$ cat config.mk
export PLATFORM = sky130hd
export DESIGN_NAME = mult_fu_ctrl
export DESIGN_NICKNAME = d
export VERILOG_FILES = /design/src/rtl/mult_fu_ctrl.sv
export SDC_FILE = /design/constraint.sdc
export NUM_CORES = 1
export LEC_CHECK = 0
export CORE_MARGIN = 3
export CORE_UTILIZATION = 48
export CTS_BUF_LIST = sky130_fd_sc_hd__clkbuf_16
export CTS_CLUSTER_SIZE = 8
export DETAILED_ROUTE_END_ITERATION = 10
export GPL_TIMING_DRIVEN = 0
export PLACE_DENSITY = 0.82
export SETUP_SLACK_MARGIN = 0.15
export SLEW_MARGIN = 30
export SYNTH_ARGS = -nofsm -noshare
export SYNTH_HDL_FRONTEND = slang
export SYNTH_SLANG_ARGS = --single-unit
$ cat constraint.sdc
create_clock -name clock -period 7.5 [get_ports clock]
set_input_delay 1.5 -clock clock [delete_from_list [all_inputs] [get_ports clock]]
set_output_delay 1.5 -clock clock [all_outputs]
set_load 0.01 [all_outputs]
$ cat src/rtl/mult_fu_ctrl.sv
// ============================================================================
// Module   : mult_fu_ctrl
// Purpose  : Issue/retire controller around an external chained multiplier.
//            Optional macro MULT_CDB_BYPASS_EN forwards the pipe tail to cdb_*.
// Revision : 1.0 - initial release
// ============================================================================
`default_nettype none

`ifndef XLEN
`define XLEN 32
`endif

module mult_fu_ctrl #(
  parameter int NUM_STAGE = 4,
  parameter int TAG_W     = 6
) (
  input  logic                   clock,
  input  logic                   reset,
  input  logic                   issue_valid,
  output logic                   issue_ready,
  input  logic [1:0]             issue_func,
  input  logic [`XLEN-1:0]       issue_rs1,
  input  logic [`XLEN-1:0]       issue_rs2,
  input  logic [TAG_W-1:0]       issue_tag,
  input  logic                   squash,
  output logic                   stage_start,
  output logic [2*`XLEN-1:0]     stage_mcand,
  output logic [2*`XLEN-1:0]     stage_mplier,
  input  logic                   stage_done,
  input  logic [2*`XLEN-1:0]     stage_product,
  output logic                   cdb_valid,
  input  logic                   cdb_ready,
  output logic [TAG_W-1:0]       cdb_tag,
  output logic [`XLEN-1:0]       cdb_result
);

  localparam int XW    = `XLEN;
  localparam int PTR_W = (NUM_STAGE > 1) ? $clog2(NUM_STAGE) : 1;
  localparam int CNT_W = $clog2(NUM_STAGE + 1);
  localparam int OCC_W = $clog2(2 * NUM_STAGE + 1);
  localparam logic [PTR_W-1:0] c_PTR_LAST = PTR_W'(NUM_STAGE - 1);

  logic                 w_accept;
  logic                 w_s1;
  logic                 w_s2;
  logic [NUM_STAGE-1:0] r_pvld;
  logic [TAG_W-1:0]     r_ptag  [NUM_STAGE];
  logic [1:0]           r_pfunc [NUM_STAGE];
  logic                 w_tail_vld;
  logic [TAG_W-1:0]     w_tail_tag;
  logic [XW-1:0]        w_sel;

  logic [TAG_W-1:0]     r_ftag [NUM_STAGE];
  logic [XW-1:0]        r_fdat [NUM_STAGE];
  logic [PTR_W-1:0]     r_wr;
  logic [PTR_W-1:0]     r_rd;
  logic [CNT_W-1:0]     r_count;
  logic                 w_fifo_vld;
  logic                 w_byp;
  logic                 w_push;
  logic                 w_pop;
  logic [OCC_W-1:0]     w_pipe_cnt;
  logic [OCC_W-1:0]     w_occ;

  function automatic logic [PTR_W-1:0] ptr_inc(input logic [PTR_W-1:0] p);
    return (p == c_PTR_LAST) ? '0 : p + 1'b1;
  endfunction

  assign w_accept = issue_valid & issue_ready;

  // MULHU zero-extends both; only MUL/MULH treat rs2 as signed.
  assign w_s1 = issue_rs1[XW-1] & (issue_func != 2'b11);
  assign w_s2 = issue_rs2[XW-1] & ~issue_func[1];

  assign stage_start  = w_accept;
  assign stage_mcand  = w_accept ? {{XW{w_s1}}, issue_rs1} : '0;
  assign stage_mplier = w_accept ? {{XW{w_s2}}, issue_rs2} : '0;

  always_ff @(posedge clock or posedge reset) begin
    if (reset) begin
      r_pvld <= '0;
    end else if (squash) begin
      r_pvld <= '0;
    end else begin
      r_pvld[0] <= w_accept;
      for (int i = 1; i < NUM_STAGE; i++) r_pvld[i] <= r_pvld[i-1];
    end
  end

  always_ff @(posedge clock) begin
    r_ptag[0]  <= issue_tag;
    r_pfunc[0] <= issue_func;
    for (int i = 1; i < NUM_STAGE; i++) begin
      r_ptag[i]  <= r_ptag[i-1];
      r_pfunc[i] <= r_pfunc[i-1];
    end
  end

  assign w_tail_vld = r_pvld[NUM_STAGE-1];
  assign w_tail_tag = r_ptag[NUM_STAGE-1];
  assign w_sel      = (r_pfunc[NUM_STAGE-1] == 2'b00) ? stage_product[XW-1:0]
                                                       : stage_product[2*XW-1:XW];

  assign w_fifo_vld = (r_count != '0);

`ifdef MULT_CDB_BYPASS_EN
  assign w_byp      = w_tail_vld & ~w_fifo_vld;
  assign cdb_tag    = w_byp ? w_tail_tag : r_ftag[r_rd];
  assign cdb_result = w_byp ? w_sel      : r_fdat[r_rd];
`else
  assign w_byp      = 1'b0;
  assign cdb_tag    = r_ftag[r_rd];
  assign cdb_result = r_fdat[r_rd];
`endif

  assign cdb_valid = w_fifo_vld | w_byp;
  assign w_push    = w_tail_vld & ~squash & ~(w_byp & cdb_ready);
  assign w_pop     = w_fifo_vld & cdb_ready & ~squash;

  always_ff @(posedge clock) begin
    if (w_push) begin
      r_ftag[r_wr] <= w_tail_tag;
      r_fdat[r_wr] <= w_sel;
    end
  end

  always_ff @(posedge clock or posedge reset) begin
    if (reset) begin
      r_wr    <= '0;
      r_rd    <= '0;
      r_count <= '0;
    end else if (squash) begin
      r_wr    <= '0;
      r_rd    <= '0;
      r_count <= '0;
    end else begin
      if (w_push) r_wr <= ptr_inc(r_wr);
      if (w_pop)  r_rd <= ptr_inc(r_rd);
      case ({w_push, w_pop})
        2'b10:   r_count <= r_count + CNT_W'(1);
        2'b01:   r_count <= r_count - CNT_W'(1);
        default: r_count <= r_count;
      endcase
    end
  end

  // A pop in the current cycle earns no credit, keeping total work <= FIFO depth.
  always_comb begin
    w_pipe_cnt = '0;
    for (int i = 0; i < NUM_STAGE; i++) w_pipe_cnt = w_pipe_cnt + OCC_W'(r_pvld[i]);
  end

  assign w_occ       = w_pipe_cnt + OCC_W'(r_count);
  assign issue_ready = ~reset & ~squash & (w_occ < OCC_W'(NUM_STAGE));

  a_done_agrees: assert property (@(posedge clock) disable iff (reset)
                                  w_tail_vld |-> stage_done);

endmodule

`default_nettype wire

### Word-level counts from Yosys, hierarchy flattened

Memories as Yosys holds them, arrays and structs flattened.
Index checks and enable logic that the tools add are counted.

* flip-flop bits (word level): 11
* bits in writable memories: 184
* word-level logic and storage cells: 52
* memories kept: 4

* $add $sub $neg: 8
* order comparisons: 1
* equality and inequality tests: 5
* multiplexer cells: 14
* bitwise gates (word level): 11
* reductions and logical operators: 5

Memories
* r_fdat: depth 4, bits a word 32, rd ports 1, clocked after memory_dff 0, write ports 1, RTL line 54 `logic [XW-1:0] r_fdat [NUM_STAGE];`
* r_ftag: depth 4, bits a word 6, rd ports 1, clocked after memory_dff 0, write ports 1, RTL line 53 `logic [TAG_W-1:0] r_ftag [NUM_STAGE];`
* r_ptag: depth 4, bits a word 6, rd ports 4, clocked after memory_dff 0, write ports 4, RTL line 47 `logic [TAG_W-1:0] r_ptag [NUM_STAGE];`
* r_pfunc: depth 4, bits a word 2, rd ports 4, clocked after memory_dff 0, write ports 4, RTL line 48 `logic [1:0] r_pfunc [NUM_STAGE];`

Operators with widths (number)
* 64-bit two-way mux: 2
* 32-bit two-way mux: 1
* 2-bit two-way mux: 6
* 1-bit AND: 8
* 2-bit == test, second input constant: 3
* 3-bit one-hot mux with 2 select lines: 1
* 3-bit nonzero test: 2
* 2-bit by 1-bit adder with 2-bit output, second input constant: 2
* 3-bit by 1-bit adder with 4-bit output: 1
* 4-bit by 3-bit adder with 4-bit output: 1
* 4-bit by 3-bit < comparator with 1-bit output, second input constant: 1
* 4-bit two-way mux: 1
* 2-bit nonzero test: 2
* 2-bit by 1-bit adder with 3-bit output: 1
* 3-bit by 1-bit adder with 3-bit output, second input constant: 1
* 3-bit two-way mux: 1
* 1-bit NOT: 3
* 3-bit by 1-bit subtractor with 3-bit output, second input constant: 1
* 1-bit by 1-bit adder with 2-bit output: 1
* 2-bit by 1-bit == test with 1-bit output, second input constant: 1
* 2-bit logical NOT: 1
* 1-bit two-way mux: 2
* 2-bit != test, second input constant: 1

### Depth between registers and ports, before layout

* depth in word-level cells: 8
* gate-level depth with buffers: 7
* mapped depth without buffers: 6

### Least setup slack after synthesis

No wires, ideal clock.

* kind: input-to-output
* start point: input port squash
* end point: output port stage_mcand[33]
* arrival time: 4.735 ns
* slack: 1.265 ns
* stages: 5
* path buffers: 1
* path through: or4_1 -> a21oi_2 -> and3_1 -> a21boi_0 -> buf_4

* cells in the longest elaborated chain, start to end: 5

Ends and longest elaborated chain
* start, declared: RTL line 25 `input logic squash,`
* 1-bit NOT: RTL line 154 `assign issue_ready = ~reset & ~squash & (w_occ < OCC_W'(NUM_STAGE));`
* 1-bit AND (2 in a row): RTL line 154
* 1-bit AND: RTL line 69 `assign w_accept = issue_valid & issue_ready;`
* 64-bit two-way mux: RTL line 76 `assign stage_mcand = w_accept ? {{XW{w_s1}}, issue_rs1} : '0;`
* end, declared: RTL line 27 `` output logic [2*`XLEN-1:0] stage_mcand, ``

No other way between the ends.

### Worst setup path after layout

* start point: input port squash
* end point: output port stage_mcand[50]

The elaborated chain is that of the path after synthesis.

==> qor.csv <==
metric,value,unit
status,finished clean,
grt_pass1_vias,5414,
drcViolationCount,0,
synth_top_family_by_area,multiplexers,
cp.required,6.00,ns
crit_slowest_cell,a21boi_4,
netlist_instances,474,
nFillCells,998,
ctsHoldBuffers,0,
netlist_top_cells_count,"152 x edfxtp_1, 65 x and3_1, 63 x buf_4",
critPathBufInv,3,
coreArea,16200,µm²
synth_xor_area_share,0.323,%
synth_simple_gate_area_share,6.71,%
row_count,46,
hold_viol_final,0,
finalNonFillerCells,1031,
muxShareOfSynthArea,15.3,%
crit_path_cell_trace,"clkdlybuf4s50_1, or4_1, a21oi_2, and3_1, a21boi_4, buf_4, clkdlybuf4s50_1",
leakagePower,4.52,nW
multiInputGateArea,2030,µm²
fin_crit_sh,78.4,%
synth_nets,625,
gp_routability_congestion,0.906,
cap_violations,0,
yosysUniqueCellTypes,29,
cts_buffers,17,
fmax,170,MHz
critPathLaunchType,input port,
synth-compound-area-share,0.785,%
port_buffers,309,
clk_pin_slew,0.06,ns
worstMarginPinSlew,0.785,ns
crit_top_cell,clkdlybuf4s50_1,
grt_max_degree,39,
drtIter0Drc,208,
syn_area,8120,µm²
cp.arrival,4.38,ns
synthAdderAreaFrac,1.57,%
die_h,136,µm
ys.flop_type,edfxtp_1,
avgSynthCellArea,17.1,µm²
crit_family,buffers and inverters,
hold_path_class,reg2reg,
cts_setup_buffers,0,
cp_max_fo,32,
setup_tns,0,ns
synth_top_area_share,56.2,%
regArea,5480,µm²
synth_edf_count,152,
slew_violations,0,
grt_overflow,0,
drtPass1Iterations,5,
fin_crit,5.88,ns
synth_area_leaders,"edfxtp_1 56%, mux4_2 11%, dfxtp_1 7.9%, buf_4 5.8%, and3_1 5.0%",
rsz0062_at_grt,false,
cts_resized,0,
die_w,136,µm
clock-sinks,195,
setup_viol,0,
antenna_found_initial,0,
htree_num_levels,4,
async_reset_ff_share,5.64,%
fin_worst_skew,0.00718,ns
grt_pass1_wl,29900,µm
dieArea,18500,µm²
yosys_register_bits,195,
vias,5177,
cp-end-kind,output port,
cts_tree,done,
crit_type,in2out,
start_util,50.1,%
ys.warnings.count,0,
cpPeakStageDelay,0.66,ns
yosysTopAreaCell,edfxtp_1,
final_nets,954,
via_per_inst,5.02,
post_drt_wl_per_cell,19.8,µm
p_per_area,185,nW/µm²
antenna_left,0,
clk_latency,0.42,ns
dp_hpwl,14700,µm
cts_root_buffer,clkbuf_16,
max_slew_margin,47.5,%
ys_seq_area_share,67.5,%
io_pins,311,
clockBufferDepth,2,
synth.most_common_cell,edfxtp_1,
area_delta_synth_final,48.6,%
diodes,0,
grtUsageTotal,21.7,%
dpl.cell_count,1000,
routed_wirelength,20500,µm
peakVddDrop,158,µV
drive_gt1_share,21.8,%
[cell families after synthesis]
family / count (synthesis)
flops: 195
buf+inv: 94
simple gates: 91
mux: 73
compound gates: 9
fa+ha+maj: 9
xor+xnor: 3
[placed cells by master, fill, tap and decap left out, types with 2 or more instances in the layout]
cell type / n
and2_4: 4
ha_1: 7
mux4_2: 38
fa_1: 2
nor3_1: 5
a21oi_1: 2
clkinvlp_2: 2
and3_1: 65
inv_1: 6
buf_6: 6
dfrtp_1: 11
edfxtp_1: 152
mux2i_1: 3
nor2b_1: 3
and2_1: 2
clkinv_1: 4
clkdlybuf4s50_1: 309
xnor2_1: 3
clkbuf_1: 16
clkbuf_16: 17
buf_2: 6
buf_4: 63
mux2_2: 32
o21ai_0: 2
bufinv_16: 2
dfxtp_1: 32
nor2_1: 8
[layout make-up]
| type | instances | area share (%) |
|---|---|---|
| clock buffers | 17 | 3.52 |
| clock inverters | 14 | 1.02 |
| multi-input cells | 185 | 16.8 |
| flip-flops and latches | 195 | 45.4 |
| well taps | 216 | 2.24 |
| plain buffers | 90 | 5.13 |
| inverters | 4 | 0.124 |
| repair buffers | 310 | 25.7 |
[registers in the layout (all words and copies together) (netlist names)]
register	cells
r_wr	2
r_ptag	24
r_pfunc	8
r_pvld	4
r_ftag	24
r_count	3
r_rd	2
r_fdat	128
[per-layer routing]
metal / global-route usage (%) / routed length (µm)
met5: 0 / 0
met4: 8.29 / 447
met3: 6.07 / 1670
met2: 40.1 / 11200
met1: 23.6 / 7130
[through the flow]
step                      utilization, %  area (µm²)  total power [W]  setup WS, ns  hold slack (ns)
after floorplan                        -        8120          0.00128          1.26            0.310
after detailed placement            71.0       11500          0.00141          1.60            0.312
after CTS                           74.4       12100          0.00225          1.58            0.327
after global routing                74.4       12100          0.00230          1.40            0.331
after global placement              70.8       11500          0.00141      -0.00108            0.310
final                               74.4       12100          0.00223          1.62            0.325
[power breakdown]
group          switching [W]  total, W  internal (W)
clock network       0.000357  0.000837      0.000480
logic              0.0000734  0.000206      0.000133
registers         0.00000441   0.00118       0.00118
[path summary, 6_finish.rpt]
kind / startpoint / to / slack (ns) / cells past startpoint
setup / recovery: squash / stage_mcand[50] / 1.62 / 7
hold / removal: r_ptag[2][0]$_DFF_P_ / r_ptag[3][0]$_DFF_P_ / 0.32 / 0
setup reg to reg: r_count[0]$_DFFE_PP0P_ / r_count[2]$_DFFE_PP0P_ / 5.26 / 6
hold reg to reg: r_ptag[2][0]$_DFF_P_ / r_ptag[3][0]$_DFF_P_ / 0.32 / 0
max in group asynchronous: reset / r_wr[0]$_DFFE_PP0P_ / 5.79 / 2
min in group asynchronous: reset / r_count[1]$_DFFE_PP0P_ / 1.41 / 2
(Power assumes the default switching activity.)
